[src/rtl/write_back.sv]
// write_back: final pipeline stage; owns the integer register file, forwards committed writes,
// counts retired instructions and halts the core on ECALL/EBREAK.
// Ports:
//   clk, rst_n                  clock and synchronous active-low reset
//   instruction_in, wb_data_in  instruction word (0 = bubble) and its result from the memory stage
//   resume                      leave the HALTED state
//   rs1_addr/rs1_data           combinational read port A, with write-through bypass
//   rs2_addr/rs2_data           combinational read port B, with write-through bypass
//   fwd_valid/fwd_rd/fwd_data   registered copy of the write committed last cycle
//   halt                        core halted
//   retired                     retired non-bubble instruction count
// Optional feature macro: WB_LOAD_SIGNEXT_EN re-extends LOAD results from funct3.
module write_back #(
  parameter int XLEN = 32,
  parameter int NREGS = 32,
  parameter int CNT_W = 32
) (
  input  logic             clk,
  input  logic             rst_n,
  input  logic [XLEN-1:0]  instruction_in,
  input  logic [XLEN-1:0]  wb_data_in,
  input  logic             resume,
  input  logic [4:0]       rs1_addr,
  input  logic [4:0]       rs2_addr,
  output logic [XLEN-1:0]  rs1_data,
  output logic [XLEN-1:0]  rs2_data,
  output logic             fwd_valid,
  output logic [4:0]       fwd_rd,
  output logic [XLEN-1:0]  fwd_data,
  output logic             halt,
  output logic [CNT_W-1:0] retired
);
  localparam logic RUN = 1'b0;
  localparam logic HALTED = 1'b1;
  localparam logic [6:0] OP_OP = 7'b0110011;
  localparam logic [6:0] OP_IMM = 7'b0010011;
  localparam logic [6:0] OP_LUI = 7'b0110111;
  localparam logic [6:0] OP_AUIPC = 7'b0010111;
  localparam logic [6:0] OP_LOAD = 7'b0000011;
  localparam logic [6:0] OP_JAL = 7'b1101111;
  localparam logic [6:0] OP_JALR = 7'b1100111;
  localparam logic [6:0] OP_SYSTEM = 7'b1110011;
  logic             state;
  logic [XLEN-1:0]  regs [NREGS];
  logic [6:0]       opcode;
  logic [4:0]       rd;
  logic [2:0]       funct3;
  logic [11:0]      imm;
  logic             run;
  logic             writes_rd;
  logic             we;
  logic             retire;
  logic             halt_now;
  logic [XLEN-1:0]  wdata;
  logic             unused;
  assign opcode = instruction_in[6:0];
  assign rd = instruction_in[11:7];
  assign funct3 = instruction_in[14:12];
  assign imm = instruction_in[31:20];
  assign unused = ^instruction_in[19:15];
  assign run = state == RUN;
  assign halt = state == HALTED;
  assign writes_rd = opcode == OP_OP || opcode == OP_IMM || opcode == OP_LUI || opcode == OP_AUIPC ||
                     opcode == OP_LOAD || opcode == OP_JAL || opcode == OP_JALR;
  assign we = run && writes_rd && rd != 5'd0;
  assign retire = run && instruction_in != '0;
  // Only ECALL (imm 0) and EBREAK (imm 1) halt; CSR ops share the opcode but have funct3 != 0.
  assign halt_now = run && opcode == OP_SYSTEM && funct3 == 3'd0 && (imm == 12'd0 || imm == 12'd1);
`ifdef WB_LOAD_SIGNEXT_EN
  assign wdata = opcode != OP_LOAD ? wb_data_in :
                 funct3 == 3'd0 ? {{(XLEN-8){wb_data_in[7]}}, wb_data_in[7:0]} :
                 funct3 == 3'd1 ? {{(XLEN-16){wb_data_in[15]}}, wb_data_in[15:0]} :
                 funct3 == 3'd4 ? {{(XLEN-8){1'b0}}, wb_data_in[7:0]} :
                 funct3 == 3'd5 ? {{(XLEN-16){1'b0}}, wb_data_in[15:0]} : wb_data_in;
`else
  assign wdata = wb_data_in;
`endif
  // A write landing this cycle is visible to decode immediately; x0 always reads zero.
  assign rs1_data = rs1_addr == 5'd0 ? '0 : (we && rd == rs1_addr) ? wdata : regs[rs1_addr];
  assign rs2_data = rs2_addr == 5'd0 ? '0 : (we && rd == rs2_addr) ? wdata : regs[rs2_addr];
  always_ff @(posedge clk) begin
    if (!rst_n) begin
      for (int i = 0; i < NREGS; i++) regs[i] <= '0;
    end else if (we) begin
      regs[rd] <= wdata;
    end
  end
  always_ff @(posedge clk) begin
    if (!rst_n) begin
      state <= RUN;
      retired <= '0;
      fwd_valid <= 1'b0;
      fwd_rd <= 5'd0;
      fwd_data <= '0;
    end else begin
      state <= halt_now ? HALTED : (halt && resume) ? RUN : state;
      retired <= retire ? retired + 1'b1 : retired;
      fwd_valid <= we;
      if (we) begin
        fwd_rd <= rd;
        fwd_data <= wdata;
      end
    end
  end
endmodule
[config.mk]
export PLATFORM = sky130hd
export DESIGN_NAME = write_back
export DESIGN_NICKNAME = d
export VERILOG_FILES = /design/src/rtl/write_back.sv
export SDC_FILE = /design/constraint.sdc
export NUM_CORES = 2
export LEC_CHECK = 0
export BUFFER_PORTS_ARGS = -buffer_cell sky130_fd_sc_hd__buf_4
export CORE_UTILIZATION = 30
export DETAILED_ROUTE_END_ITERATION = 10
export HOLD_SLACK_MARGIN = 0.02
export SLEW_MARGIN = 20
export SYNTH_ARGS = -nofsm -noshare
export SYNTH_HDL_FRONTEND = slang
export SYNTH_SLANG_ARGS = --single-unit
[constraint.sdc]
create_clock -name clk -period 5.3 [get_ports clk]
set_clock_uncertainty 0.2 [all_clocks]
set_input_delay 0.265 -clock clk [delete_from_list [all_inputs] [get_ports clk]]
set_output_delay 0.265 -clock clk [all_outputs]
set_load 0.005 [all_outputs]
==> impl_metrics.toml <==
[power_and_ir_drop]
powerDensity_nw_per_um2 = 311.1
switchingPower_mw = 5.479
switching_share_pct = 26.22
finalPower_mw = 20.90
power_frac_clock_pct = 40.1
seq_power_share_pct = 47.1
internal-power_mw = 15.42
ir_drop_mv = 0.2904
p_comb_share_pct = 12.8
leakage_nw = 21.28

[floorplanning]
core-area_um2 = 193400
start_util_pct = 30.33
placementRows = 161
die_y_um = 444.1
die_w_um = 444.1
ioPinCount = 212
die-area_um2 = 197300

[sta]
timing.final.ws_setup_ns = 1.118
finalMaxSlewViolations = 0
tightest_slew_ns = 1.298
setup_tns_ns = 0
max_freq_mhz = 239.1
setup_viol = 0
finalHoldViolCount = 0
max_slew_margin_pct = 13.26
fin_crit_sh_pct = 78.92
rsz0062_at_grt = "no"
finalWorstPathRequiredPeriod_ns = 4.183

[yosys]
synthTopCellsByArea = "edfxtp_1, mux4_2, nor4_1, nor3_1, mux2_2"
yosysSeqAreaShare_pct = 54.86
yosysMostFrequentCell = "edfxtp_1"
yosys_warnings = 0
synthCells = 4372
synth_edf_count = 1024
synth_top_area_share_pct = 52.43
synthFlopType = "edfxtp_1"
synth_common_cells = "edfxtp_1, nor4_1, nor3_1"
synth_top_area_cell = "edfxtp_1"
synth_area_um2 = 58640
ys_ff_latch = 1095
synth_area_per_cell_um2 = 13.41
ys_types = 68
postSynth.asyncResetShare_pct = 0

[cells_and_area]
synthToLayoutAreaGrowth_pct = 14.54
final_nets = 4411
drive_gt1_share_pct = 26.65
fill_cells = 18640
stdcell_count = 6957

[clock_tree]
cts_tree = "built"
path_clk_slew_ns = 0.07
htreeDepth = 3
insertion_delay_ns = 0.77
cts_resized = 0
clockBufferDepth = 3
cts_buffers = 114
cts_root_buf = "clkbuf_16"
cts-hold-fix-buffers = 43
post_cts_buffers = 0
numClockSinks = 1095

[placement]
pre_cts_slack_ns = 1.270
dp.cells = 6700
dp_hpwl_um = 128200
globalplace.congestion = 0.8685
io_buffers = 211

[detailed_routing]
ant_nets = 0
drtPass1Iterations = 9
wl_per_cell_um = 32.19
finalWirelength_um = 224000
drtIter0Drc = 6441
num_vias = 44850
vias_per_cell = 6.446
drc = 0

[global_route]
grt_pass1_wl_um = 318400
grt_use_total_pct = 21.96
grt_max_degree = 169
antenna_found_initial = 7
grt_pass1_vias = 43730
overflow = 0

[critical_path]
critPathRequiredTime_ns = 4.84
crit_path_start_kind = "primary input"
cp.arrival_ns = 3.72
cp_max_fo = 40
cp-end-kind = "output pin"
crit_type = "in -> out"

[status]
status = "completed"

[min_path]
hold_class = "in -> reg"

[flow_run]
max_cap_violations = 0
[flip-flops by register name, summed over array words and instances (netlist names)]
name and cells:
retired 32, fwd_valid 1, regs 1024, fwd_rd 5, halt 1, fwd_data 32
[power by group through the flow]
stage	combinational, mW	clock, mW	sequential [mW]
floorplan	1.48	0	9.99
global placement	2.58	0	10.0
detailed placement	2.59	0	10.0
CTS	2.63	8.41	9.84
global route	2.73	8.71	9.87
finish	2.67	8.37	9.85
[cells in the final DEF, fill, tap and decap left out, drive strengths merged, types with 32 or more instances in the layout]
master,n
nor2,62
nor3,523
a22oi,105
nand2,116
mux2i,93
a211oi,107
buf,408
o22ai,109
inv,40
o31ai,61
dlygate4sd3,43
conb,32
nor4,530
clkinv,53
edfxtp,1024
dfxtp,71
mux2,144
o21ai,59
clkbuf,138
a21oi,67
mux4,402
[layer usage]
metal,global-route usage [%],up-vias,share of wire [%]
met5,0,-,0.027
met4,12.65,8,6.5
met3,4.938,662,11
met2,34.22,3242,46
met1,28.08,22960,37
li1,-,17980,-
[final cells by class]
| class | count | area [um^2] | area share, % |
|---|---|---|---|
| inverter | 38 | 152.6 | 0.2272 |
| antenna | 3 | 7.507 | 0.01118 |
| clock inverter | 73 | 785.8 | 1.170 |
| clock buffer | 138 | 2985 | 4.444 |
| multi-input combinational | 2633 | 23970 | 35.68 |
| timing repair buffer | 451 | 3944 | 5.871 |
| sequential | 1095 | 32170 | 47.89 |
| tap | 2526 | 3161 | 4.705 |
[worst max-delay path: stages]
cell and delay [ns]:
dlygate4sd3_1 0.57, buf_4 0.21, nor3_1 0.24, a211oi_1 0.17, nand2_4 0.11, buf_4 0.48
buf_4 0.47, nor3_1 0.10, a211oi_1 0.81, buf_4 0.24
[cells by family after synthesis]
group                      Yosys count  share of synthesized area (%)
and+or+nand+nor                   1348                          12.62
DFF                               1095                          54.86
buffers and inverters              675                          5.383
muxes                              639                          19.81
AOI/OAI and AO/OA                  600                          7.113
xor gates and xnor gates            13                         0.1942
adders and majority gates            1                        0.02133
other                                1                       0.006394
[stage by stage]
stage               utilization (%)  hold slack [ns]  area, um^2
CTS                           34.73          0.02996       67150
finish                        34.73          0.06899       67170
global route                  34.73          0.09581       67170
floorplan                         -           0.2010       58760
global placement              32.55           0.2431       62950
detailed placement            32.55           0.2476       62950
[worst paths after layout]
path	depth (start not counted)	endpoint	slack [ns]	start
worst min-delay path	5	fwd_rd[2]	0.07	instruction_in[3]
worst min register to register	2	fwd_rd[3]	0.26	fwd_rd[3]
worst max register to register	6	regs[5][7]	1.59	halt
worst max-delay path	10	rs1_data[5]	1.12	instruction_in[11]
Note: power is estimated with default switching activity, not from simulation.
